--- src/rtl/hue_fade_if.sv ---
// Hue fade sequencer bus: fade control inputs from the PWM side and the
// committed duty values, phase and reload strobe back to the PWM stage.
interface hue_fade_if #(
    parameter int unsigned PWM_INTERVAL = 1200
);
    localparam int unsigned DW = $clog2(PWM_INTERVAL + 1);

    logic          enable;
    logic          period_start;
    logic [DW-1:0] duty_r;
    logic [DW-1:0] duty_g;
    logic [DW-1:0] duty_b;
    logic [2:0]    phase;
    logic          duty_update;

    modport master (
        output enable,
        output period_start,
        input  duty_r,
        input  duty_g,
        input  duty_b,
        input  phase,
        input  duty_update
    );

    modport slave (
        input  enable,
        input  period_start,
        output duty_r,
        output duty_g,
        output duty_b,
        output phase,
        output duty_update
    );
endinterface

--- src/rtl/hue_fade_sequencer.sv ---
// Hue fade sequencer: walks a six-phase hue wheel and produces R/G/B PWM duty
// values. A free-running tick advances a ramp; the (phase, ramp) pair is
// mapped to shadow duties, which are committed to the outputs only when the
// PWM stage signals the start of a new period.
module hue_fade_sequencer #(
    parameter int unsigned PWM_INTERVAL = 1200,
    parameter int unsigned STEP_SIZE    = 12,
    parameter int unsigned TICK_CYCLES  = 20000
) (
    input  logic       clk,
    input  logic       rst_n,
    hue_fade_if.slave  bus
);
    localparam int unsigned DW = $clog2(PWM_INTERVAL + 1);
    localparam int unsigned TW = (TICK_CYCLES > 1) ? $clog2(TICK_CYCLES) : 1;

    localparam logic [DW-1:0] FULL      = DW'(PWM_INTERVAL);
    localparam logic [DW:0]   FULL_W    = (DW + 1)'(PWM_INTERVAL);
    localparam logic [DW:0]   STEP_W    = (DW + 1)'(STEP_SIZE);
    localparam logic [TW-1:0] TICK_LAST = TW'(TICK_CYCLES - 1);

    typedef enum logic [2:0] {
        PH0 = 3'd0,
        PH1 = 3'd1,
        PH2 = 3'd2,
        PH3 = 3'd3,
        PH4 = 3'd4,
        PH5 = 3'd5
    } phase_e;

    logic [TW-1:0] tick_cnt_q, tick_cnt_d;
    logic          tick;
    logic [DW-1:0] ramp_q, ramp_d;
    logic [DW:0]   ramp_sum;
    phase_e        phase_q, phase_d;
    phase_e        sh_phase_q;
    logic [DW-1:0] dn;
    logic [DW-1:0] sh_r_q, sh_g_q, sh_b_q;
    logic [DW-1:0] sh_r_d, sh_g_d, sh_b_d;
    logic [DW-1:0] duty_r_q, duty_g_q, duty_b_q;
    logic          duty_update_q;

    // Tick generator: counts while enabled, holds (not clears) while disabled.
    always_comb begin
        tick       = bus.enable && (tick_cnt_q == TICK_LAST);
        tick_cnt_d = tick_cnt_q;
        if (bus.enable) begin
            tick_cnt_d = tick ? '0 : tick_cnt_q + 1'b1;
        end
    end

    // Ramp/phase next state: step the ramp per tick, roll to the next phase at full scale.
    always_comb begin
        ramp_sum = {1'b0, ramp_q} + STEP_W;
        ramp_d   = ramp_q;
        phase_d  = phase_q;
        if (tick) begin
            if (ramp_sum >= FULL_W) begin
                ramp_d = '0;
                case (phase_q)
                    PH0:     phase_d = PH1;
                    PH1:     phase_d = PH2;
                    PH2:     phase_d = PH3;
                    PH3:     phase_d = PH4;
                    PH4:     phase_d = PH5;
                    default: phase_d = PH0;
                endcase
            end else begin
                ramp_d = ramp_sum[DW-1:0];
            end
        end
    end

    // Hue wheel mapping: one channel rises or falls while the others sit at 0 or FULL.
    always_comb begin
        dn     = FULL - ramp_q;
        sh_r_d = FULL;
        sh_g_d = '0;
        sh_b_d = '0;
        case (phase_q)
            PH0: begin sh_r_d = FULL;   sh_g_d = ramp_q; sh_b_d = '0;     end
            PH1: begin sh_r_d = dn;     sh_g_d = FULL;   sh_b_d = '0;     end
            PH2: begin sh_r_d = '0;     sh_g_d = FULL;   sh_b_d = ramp_q; end
            PH3: begin sh_r_d = '0;     sh_g_d = dn;     sh_b_d = FULL;   end
            PH4: begin sh_r_d = ramp_q; sh_g_d = '0;     sh_b_d = FULL;   end
            PH5: begin sh_r_d = FULL;   sh_g_d = '0;     sh_b_d = dn;     end
            default: begin sh_r_d = FULL; sh_g_d = '0;   sh_b_d = '0;     end
        endcase
    end

    // State, shadow and commit registers; commit reads the shadow as it stood before this edge.
    always_ff @(posedge clk) begin
        if (!rst_n) begin
            tick_cnt_q    <= '0;
            ramp_q        <= '0;
            phase_q       <= PH0;
            sh_phase_q    <= PH0;
            sh_r_q        <= FULL;
            sh_g_q        <= '0;
            sh_b_q        <= '0;
            duty_r_q      <= FULL;
            duty_g_q      <= '0;
            duty_b_q      <= '0;
            duty_update_q <= 1'b0;
        end else begin
            tick_cnt_q    <= tick_cnt_d;
            ramp_q        <= ramp_d;
            phase_q       <= phase_d;
            sh_phase_q    <= phase_q;
            sh_r_q        <= sh_r_d;
            sh_g_q        <= sh_g_d;
            sh_b_q        <= sh_b_d;
            duty_update_q <= bus.period_start;
            if (bus.period_start) begin
                duty_r_q <= sh_r_q;
                duty_g_q <= sh_g_q;
                duty_b_q <= sh_b_q;
            end
        end
    end

    assign bus.duty_r      = duty_r_q;
    assign bus.duty_g      = duty_g_q;
    assign bus.duty_b      = duty_b_q;
    assign bus.phase       = sh_phase_q;
    assign bus.duty_update = duty_update_q;
endmodule

--- src/flat_wrapper.sv ---
// flat-port wrapper written by rule: the top's interface ports become plain ports
module hue_fade_sequencer_flat 
#(
    parameter int unsigned PWM_INTERVAL = 1200,
    parameter int unsigned STEP_SIZE    = 12,
    parameter int unsigned TICK_CYCLES  = 20000
)
  (clk, rst_n, bus_enable, bus_period_start, bus_duty_r, bus_duty_g, bus_duty_b, bus_phase, bus_duty_update);
  hue_fade_if #(.PWM_INTERVAL(PWM_INTERVAL)) bus_i ();
  input  logic clk;
  input  logic rst_n;
  input wire logic [$bits(bus_i.enable)-1:0] bus_enable;
  input wire logic [$bits(bus_i.period_start)-1:0] bus_period_start;
  output wire logic [$bits(bus_i.duty_r)-1:0] bus_duty_r;
  output wire logic [$bits(bus_i.duty_g)-1:0] bus_duty_g;
  output wire logic [$bits(bus_i.duty_b)-1:0] bus_duty_b;
  output wire logic [$bits(bus_i.phase)-1:0] bus_phase;
  output wire logic [$bits(bus_i.duty_update)-1:0] bus_duty_update;
  assign bus_i.enable = bus_enable;
  assign bus_i.period_start = bus_period_start;
  assign bus_duty_r = bus_i.duty_r;
  assign bus_duty_g = bus_i.duty_g;
  assign bus_duty_b = bus_i.duty_b;
  assign bus_phase = bus_i.phase;
  assign bus_duty_update = bus_i.duty_update;
  hue_fade_sequencer #(.PWM_INTERVAL(PWM_INTERVAL), .STEP_SIZE(STEP_SIZE), .TICK_CYCLES(TICK_CYCLES)) u_core (.clk(clk), .rst_n(rst_n), .bus(bus_i));
endmodule
--- config.mk ---
export PLATFORM = sky130hd
export DESIGN_NAME = hue_fade_sequencer_flat
export DESIGN_NICKNAME = d
export VERILOG_FILES = /design/src/rtl/hue_fade_if.sv /design/src/rtl/hue_fade_sequencer.sv /design/src/flat_wrapper.sv
export SDC_FILE = /design/constraint.sdc
export NUM_CORES = 1
export LEC_CHECK = 0
export CAP_MARGIN = 0
export CORE_MARGIN = 5
export CORE_UTILIZATION = 56
export DETAILED_ROUTE_END_ITERATION = 16
export PLACE_DENSITY = 0.8
export SLEW_MARGIN = 10
export SYNTH_ARGS = -nofsm -noshare
export SYNTH_HDL_FRONTEND = slang
export SYNTH_SLANG_ARGS = --single-unit
--- constraint.sdc ---
create_clock -name clk -period 2.5 [get_ports clk]
set_clock_uncertainty 0.05 [all_clocks]
set_input_delay 0.25 -clock clk [delete_from_list [all_inputs] [get_ports clk]]
set_output_delay 0.25 -clock clk [all_outputs]
set_load 0.1 [all_outputs]
==> results.sh, run 1 <==
export IMPL_post_dp_cell_area_um2=4400
export IMPL_die_h_um=93.8
export IMPL_worstPathRequired_ns=2.71
export IMPL_grt_overflow=0
export IMPL_clockBufferDepth=2
export IMPL_start_kind="flop"
export IMPL_nFillCells=563
export IMPL_slew_headroom_pct=55.3
export IMPL_hpwl_um=5800
export IMPL_area_delta_synth_final_pct=17.2
export IMPL_synthesis_instances=438
export IMPL_grt_use_total_pct=19.8
export IMPL_critPathLaunch="u_core.ramp_q[2]"
export IMPL_crit_path_top_delay_cell="or4_4"
export IMPL_initial_core_util_pct=57.6
export IMPL_rsz0062_at_grt="no"
export IMPL_p_per_area_nw_per_um2=599
export IMPL_yosysMostFrequentCell="dfxtp_1"
export IMPL_final_cell_area_um2=4610
export IMPL_viasPerCell=5.49
export IMPL_cts_htree_levels=3
export IMPL_min_period_over_period_pct=92.7
export IMPL_slew_viol_final=0
export IMPL_ys_warn_count=0
export IMPL_routed_wl_um=8360
export IMPL_rows=30
export IMPL_hp_start="bus_period_start"
export IMPL_critPathKind="flop to flop"
export IMPL_drive_gt1_share_pct=16.4
export IMPL_antenna_cells=0
export IMPL_cap_viol_max_count=0
export IMPL_post_cts_buffers=0
export IMPL_ir_worst_vdd_mv=0.280
export IMPL_outcome="completed"
export IMPL_reg2reg_from="u_core.ramp_q[2]"
export IMPL_port_buffers=40
export IMPL_worstPathCellList="inv_1 > ha_1 > or4_4 > o21ai_2 > a31oi_1 > or3_1 > a22o_1"
export IMPL_cts_root_buf="clkbuf_8"
export IMPL_setup_viol=0
export IMPL_ys_seq_elements=97
export IMPL_antenna_found_initial=0
export IMPL_worst_path_buf_inv=1
export IMPL_clkTransAtPathRegs_ns=0.10
export IMPL_pre_cts_ws_ns=0.125
export IMPL_clkLatencyLatePin_ns=0.37
export IMPL_avgSynthCellArea_um2=8.98
export IMPL_fmax_mhz=431
export IMPL_final_util_pct=67.5
export IMPL_syn_area_um2=3940
export IMPL_wl_per_cell_um=14.3
export IMPL_synth_async_reset_ratio_pct=0
export IMPL_synth_edf_count=0
export IMPL_firstDrtPassIters=5
export IMPL_synth_common_cells="dfxtp_1 (97), nor2_1 (82), mux2i_1 (33), nand2_1 (29), clkbuf_1 (26)"
export IMPL_drc=0
export IMPL_core_um2=6830
export IMPL_min_path_type="primary input to flop"
export IMPL_first_iter_violations=257
export IMPL_post_route_min_period_ns=2.32
export IMPL_cp_top_family="simple AND/OR/NAND/NOR gates"
export IMPL_cts_buffers=9
export IMPL_num_io_pins=41
export IMPL_ys_flop_type="dfxtp_1"
export IMPL_synth_top_area_share_pct=49.3
export IMPL_critPathCaptureType="flop"
export IMPL_hold_viol_final=0
export IMPL_setup_slack_ns=0.181
export IMPL_ys_types=56
export IMPL_die_x_um=93.8
export IMPL_power_mw=2.76
export IMPL_worst_pin_slew_ns=0.669
export IMPL_cts_tree="yes"
export IMPL_grt_max_degree=27
export IMPL_final_net_count=490
export IMPL_numClockSinks=97
export IMPL_crit_arrival_ns=2.53
export IMPL_synth_top_area_cell="dfxtp_1"
export IMPL_die_area_um2=8800
export IMPL_drtAntennaViolNets=0
export IMPL_place_gp_congestion=0.980
export IMPL_grt_pass1_vias=2993
export IMPL_p_leak_nw=1.94
export IMPL_cpPeakStageDelay_ns=0.53
export IMPL_cp_max_fo=9
export IMPL_vias=3209
export IMPL_synth_seq_area_share_pct=49.3
export IMPL_synth_area_top_cells="dfxtp_1 (49%), mux2i_1 (8.4%), nor2_1 (7.8%)"
export IMPL_grt_pass1_wl_um=13900
export IMPL_setup_tns_ns=0
==> worst min-delay path: cells and delay by family <==
kind                   cells  cell delay (ns)
buffers and inverters      1             0.22
AND/OR/NAND/NOR            1             0.07
multiplexers               1             0.16
==> worst paths after layout <==
check	endpoint	slack (ns)	cells after the start
worst max-delay path	u_core.phase_q[2]	0.18	7
worst min-delay path	u_core.bus.duty_g[1]	0.31	3
worst max register to register	u_core.phase_q[2]	0.18	7
worst min register to register	u_core.bus.duty_r[7]	0.41	2
==> state kept, by name, summed over array words and instances, names as in the netlist <==
name / flops
u_core.bus.duty_b: 11
u_core.bus.duty_g: 11
u_core.bus.duty_r: 11
u_core.bus.duty_update: 1
u_core.bus.phase: 3
u_core.phase_q: 3
u_core.ramp_q: 9
u_core.sh_b_q: 11
u_core.sh_g_q: 11
u_core.sh_r_q: 11
u_core.tick_cnt_q: 15
==> logic make-up after synthesis <==
family,share of synthesized area [%]
simple gates,21.0
fa+ha+maj,0.954
buf+inv,3.56
mux,8.39
compound gates,12.7
other cells,0.0953
xor+xnor,4.01
flops,49.3
==> repair_timing <==
action,4_1_cts,5_1_grt
hold endpoints to repair,0,0
hold buffers,0,0
setup endpoints to repair,0,4
gates resized for setup,0,2
==> layer usage <==
layer,GRT usage (%),wire [um]
met4,7.22,112
met2,31.6,3930
met1,25.9,3760
met5,0,0
met3,4.89,552
==> where the power goes <==
part	internal, mW	switching [mW]
Sequential	1.56	0.00719
Combinational	0.0367	0.0983
Clock	0.481	0.580
==> cell usage in the layout (no fill, tap or decap), types with 9 or more instances in the layout <==
cell      Yosys  final
a21oi_1      19     19
a22oi_1      10     10
buf_4         0     54
clkbuf_8      0      9
dfxtp_1      97     96
mux2i_1      33     33
nand2_1      29     29
nor2_1       82     82
o21ai_0      16     16
xor2_1       10     10
==> per-stage QoR <==
step                      hold slack (ns)  cells
final                               0.312    584
after global routing                0.334    584
after CTS                           0.316    584
after detailed placement            0.387    568
after global placement              0.383    568
after floorplan                     0.372    443
==> area by class of cell <==
cell class	instances	area (um2)	share of cell area [%]
Timing Repair Buffer	57	430	9.33
Clock inverter	7	85.1	1.84
Clock buffer	9	124	2.69
Inverter	9	33.8	0.732
Multi-Input combinational cell	309	1880	40.7
Sequential cell	97	1940	42.1
Tap cell	96	120	2.60
Note: power is estimated with default switching activity, not from simulation.
==> run 2, diff against run 1 <==
--- a/config.mk
+++ b/config.mk
@@ -7,9 +7,10 @@
 export LEC_CHECK = 0
 export CAP_MARGIN = 0
 export CORE_MARGIN = 5
-export CORE_UTILIZATION = 56
+export CORE_UTILIZATION = 62
 export DETAILED_ROUTE_END_ITERATION = 16
-export PLACE_DENSITY = 0.8
+export DONT_BUFFER_PORTS = 1
+export PLACE_DENSITY = 0.79
 export SLEW_MARGIN = 10
 export SYNTH_ARGS = -nofsm -noshare
 export SYNTH_HDL_FRONTEND = slang
==> results.sh, run 2 (same netlist as run 1, synthesis figures left out) <==
export IMPL_firstDrtPassIters=5
export IMPL_min_path_type="primary input to flop"
export IMPL_p_leak_nw=1.85
export IMPL_core_um2=6280
export IMPL_cts_root_buf="clkbuf_8"
export IMPL_port_buffers=0
export IMPL_outcome="completed"
export IMPL_numClockSinks=97
export IMPL_cts_htree_levels=3
export IMPL_setup_tns_ns=0
export IMPL_antenna_found_initial=0
export IMPL_post_route_min_period_ns=2.30
export IMPL_drive_gt1_share_pct=13.9
export IMPL_rows=29
export IMPL_layout_common_cells="dfxtp_1 (96), nor2_1 (82), buf_4 (39), mux2i_1 (33), nand2_1 (29)"
export IMPL_nFillCells=518
export IMPL_final_net_count=477
export IMPL_hpwl_um=5720
export IMPL_cts_tree="yes"
export IMPL_initial_core_util_pct=62.7
export IMPL_final_util_pct=71.5
export IMPL_largest_reg_flops=15
export IMPL_viasPerCell=5.74
export IMPL_vias=3169
export IMPL_drtAntennaViolNets=0
export IMPL_hold_viol_final=0
export IMPL_grt_max_degree=39
export IMPL_clockBufferDepth=2
export IMPL_largest_register="u_core.tick_cnt_q"
export IMPL_rsz0062_at_grt="no"
export IMPL_routed_top_layer="met4"
export IMPL_wl_met2_um=4070
export IMPL_die_h_um=89.7
export IMPL_grt_use_total_pct=23.2
export IMPL_first_iter_violations=151
export IMPL_cts_buffers=9
export IMPL_grt_pass1_vias=2995
export IMPL_crit_arrival_ns=2.51
export IMPL_fmax_mhz=435
export IMPL_power_mw=2.65
export IMPL_slew_headroom_pct=34.7
export IMPL_worst_pin_slew_ns=0.978
export IMPL_area_delta_synth_final_pct=14.1
export IMPL_whs_ns=0.00144
export IMPL_critPathKind="flop to flop"
export IMPL_final_cell_area_um2=4490
export IMPL_cp_max_fo=9
export IMPL_worstPathRequired_ns=2.72
export IMPL_layout_commonest_cell="dfxtp_1"
export IMPL_die_x_um=89.7
export IMPL_clkLatencyLatePin_ns=0.37
export IMPL_grt_pass1_wl_um=14400
export IMPL_p_per_area_nw_per_um2=590
export IMPL_cap_viol_max_count=0
export IMPL_antenna_cells=0
export IMPL_place_gp_congestion=0.933
export IMPL_grt_overflow=0
export IMPL_slew_viol_final=0
export IMPL_die_area_um2=8040
export IMPL_routed_wl_um=8660
export IMPL_met1_length_um=3890
export IMPL_post_cts_buffers=0
export IMPL_drc=0
export IMPL_met3_length_um=598
export IMPL_critPathCaptureType="flop"
export IMPL_setup_viol=0
export IMPL_ir_worst_vdd_mv=0.406
export IMPL_num_io_pins=41
export IMPL_start_kind="flop"
export IMPL_wl_per_cell_um=15.7
export IMPL_min_period_over_period_pct=91.9
export IMPL_post_dp_cell_area_um2=4240
export IMPL_clkTransAtPathRegs_ns=0.10
==> run 2: cell types whose count changed in the layout (fill, tap and decap cells not counted), sizes merged <==
cell / before / now
dlygate4sd3: 0 / 4
clkdlybuf4s50: 2 / 0
buf: 55 / 40
clkinvlp: 2 / 3
bufinv: 1 / 0
==> run 2: critical path: stages, from the launching register on <==
cell,delay (ns)
dfxtp_2,0.41
inv_1,0.09
ha_1,0.25
or4_4,0.53
o21ai_2,0.16
a31oi_1,0.15
or3_1,0.33
a22o_1,0.23
==> run 2: timing repair <==
item / CTS / global route
resized for setup: 0 / 3
hold buffers: 4 / 1
setup endpoints to repair: 0 / 8
hold endpoints to repair: 31 / 1
==> run 2: final cells by class <==
cell class	count	area, um2	area share (%)
flip-flops and latches	97	1940	43.3
multi-input cells	309	1880	41.8
repair buffers	44	353	7.86
clock buffers	9	124	2.76
well taps	77	96.3	2.15
clock inverters	7	60.1	1.34
inverters	9	33.8	0.753
==> run 2: layer usage <==
metal | up-vias | track usage, %
met5 | - | 0
met4 | 0 | 7.58
met3 | 10 | 5.11
met2 | 101 | 37.9
met1 | 1493 | 30.5
li1 | 1565 | -
==> run 2: stage by stage <==
stage | instances | setup slack [ns]
floorplan | 443 | 0.145
finish | 552 | 0.203
global placement | 531 | 0.212
global route | 552 | 0.0236
detailed placement | 531 | 0.131
CTS | 551 | 0.111
==> run 2: path summary, 6_finish.rpt <==
check	startpoint	endpoint	slack (ns)	cells after the start
worst max-delay path	u_core.ramp_q[2]	u_core.phase_q[2]	0.20	7
worst min register to register	u_core.sh_r_q[7]	u_core.bus.duty_r[7]	0.41	2
worst max register to register	u_core.ramp_q[2]	u_core.phase_q[2]	0.20	7
worst min-delay path	bus_period_start	u_core.bus.duty_g[9]	0.001	2
==> run 2: where the power goes <==
part	total (mW)	internal (mW)	switching [mW]	leakage [nW]
clock network	0.956	0.377	0.580	0.0844
registers	1.57	1.56	0.0133	0.786
logic	0.120	0.0348	0.0857	0.980
==> run 3, diff against run 2 <==
--- a/config.mk
+++ b/config.mk
@@ -7,10 +7,10 @@
 export LEC_CHECK = 0
 export CAP_MARGIN = 0
 export CORE_MARGIN = 5
-export CORE_UTILIZATION = 62
+export CORE_UTILIZATION = 65
 export DETAILED_ROUTE_END_ITERATION = 16
 export DONT_BUFFER_PORTS = 1
-export PLACE_DENSITY = 0.79
+export PLACE_DENSITY = 0.82
 export SLEW_MARGIN = 10
 export SYNTH_ARGS = -nofsm -noshare
 export SYNTH_HDL_FRONTEND = slang
==> constraint.sdc (replaced) <==
create_clock -name clk -period 2.75 [get_ports clk]
set_clock_uncertainty 0.05 [all_clocks]
set_input_delay 0.275 -clock clk [delete_from_list [all_inputs] [get_ports clk]]
set_output_delay 0.275 -clock clk [all_outputs]
set_load 0.1 [all_outputs]
==> results.sh, run 3 (same netlist as run 1, synthesis figures left out) <==
export IMPL_hold_viol_final=0
export IMPL_clkTransAtPathRegs_ns=0.10
export IMPL_die_area_um2=7710
export IMPL_cp_depth=7
export IMPL_post_route_min_period_ns=2.53
export IMPL_critPathKind="flop to flop"
export IMPL_vias=3088
export IMPL_place_gp_congestion=0.928
export IMPL_grt_max_degree=35
export IMPL_first_iter_violations=231
export IMPL_critPathCaptureType="flop"
export IMPL_grt_overflow=0
export IMPL_clkLatencyLatePin_ns=0.37
export IMPL_largest_register="u_core.tick_cnt_q"
export IMPL_whs_path_depth=2
export IMPL_antenna_cells=0
export IMPL_p_per_area_nw_per_um2=559
export IMPL_largest_reg_flops=15
export IMPL_area_delta_synth_final_pct=10.3
export IMPL_cts_root_buf="clkbuf_8"
export IMPL_layout_commonest_cell="dfxtp_1"
export IMPL_layout_common_cells="dfxtp_1 (97), nor2_1 (82), mux2i_1 (33), nand2_1 (29), buf_4 (21)"
export IMPL_cts_tree="yes"
export IMPL_layoutNonFillerInstCount=532
export IMPL_viasPerCell=5.80
export IMPL_firstDrtPassIters=5
export IMPL_cp_max_fo=9
export IMPL_cts_htree_levels=3
export IMPL_port_buffers=0
export IMPL_min_path_type="primary input to flop"
export IMPL_r2r_end="u_core.phase_q[2]"
export IMPL_cts_resized=0
export IMPL_antenna_found_initial=0
export IMPL_final_net_count=459
export IMPL_hp_start="bus_period_start"
export IMPL_worstPathCellList="inv_1 > ha_1 > or4_4 > o21ai_2 > a31oi_1 > or3_1 > a22o_1"
export IMPL_reg2reg_slack_ns=0.22
export IMPL_power_mw=2.43
export IMPL_reg2reg_from="u_core.ramp_q[3]"
export IMPL_grt_pass1_wl_um=14000
export IMPL_crit_arrival_ns=2.75
export IMPL_final_seq_area_um2=1940
export IMPL_p_leak_nw=1.76
export IMPL_cts_buffers=9
export IMPL_grt_use_total_pct=23.1
export IMPL_setup_tns_ns=0
export IMPL_core_um2=5920
export IMPL_outcome="completed"
export IMPL_multi_input_area_um2=1870
export IMPL_die_x_um=87.8
export IMPL_clockBufferDepth=2
export IMPL_initial_core_util_pct=66.5
export IMPL_hold_end="u_core.bus.duty_r[8]"
export IMPL_cap_viol_max_count=0
export IMPL_setup_viol=0
export IMPL_worstPathRequired_ns=2.96
export IMPL_num_io_pins=41
export IMPL_worst_pin_slew_ns=0.993
export IMPL_worst_path_buf_inv=1
export IMPL_crit_path_top_delay_cell="or4_4"
export IMPL_cp_top_family="simple AND/OR/NAND/NOR gates"
export IMPL_place_inst=511
export IMPL_routed_wl_um=8470
export IMPL_hpwl_um=5720
export IMPL_start_kind="flop"
export IMPL_fmax_mhz=395
export IMPL_grt_pass1_vias=2870
export IMPL_wl_per_cell_um=15.9
export IMPL_nFillCells=454
export IMPL_slew_headroom_pct=33.7
export IMPL_ir_worst_vdd_mv=0.354
export IMPL_min_period_over_period_pct=92.2
export IMPL_numClockSinks=97
export IMPL_drc=0
export IMPL_whs_ns=0.0140
export IMPL_reg2reg_depth=7
export IMPL_slew_viol_final=0
export IMPL_drtAntennaViolNets=0
export IMPL_final_util_pct=73.3
export IMPL_rsz0062_at_grt="no"
export IMPL_drive_gt1_share_pct=9.63
export IMPL_die_h_um=87.8
export IMPL_cpPeakStageDelay_ns=0.55
export IMPL_rows=28
==> run 3: cell type report <==
class | count | share of cell area [%]
clock buffers | 10 | 3.17
multi-input cells | 309 | 43.1
flip-flops and latches | 97 | 44.7
clock inverters | 6 | 1.27
inverters | 9 | 0.778
well taps | 75 | 2.16
repair buffers | 26 | 4.78
==> run 3: worst max-delay path by stage <==
| stage | start | to | slack [ns] |
|---|---|---|---|
| 2_1_floorplan | u_core.ramp_q[3] | u_core.phase_q[2] | 0.39 |
| 3_3_place_gp | u_core.ramp_q[3] | u_core.phase_q[2] | 0.32 |
| 3_5_place_dp | u_core.ramp_q[3] | u_core.phase_q[2] | 0.27 |
| 4_1_cts | u_core.ramp_q[3] | u_core.phase_q[2] | 0.25 |
| 5_1_grt | u_core.ramp_q[3] | u_core.phase_q[2] | 0.03 |
| 6_report | u_core.ramp_q[3] | u_core.phase_q[2] | 0.22 |
==> run 3: report_power, final <==
part	total [mW]	switching, mW	internal [mW]
clock network	0.901	0.528	0.373
registers	1.45	0.0316	1.42
logic	0.0767	0.0499	0.0268
==> run 3: timing repair <==
item | in CTS | in global routing
setup buffers | 0 | 0
hold buffers | 3 | 2
endpoints found under the hold margin | 8 | 3
==> run 3: metal layers <==
metal  up-vias  wire (um)  track usage, %
li1       1532          -               -
met1      1447       3830            30.9
met2        94       3990            36.1
met3        15        503            5.64
met4         0        147            9.34
met5         -          0               0
==> run 3: stage by stage <==
stage	worst slack, ns	area, um2
global route	0.0252	4340
floorplan	0.395	3950
detailed placement	0.275	4100
global placement	0.315	4100
finish	0.215	4340
CTS	0.252	4320
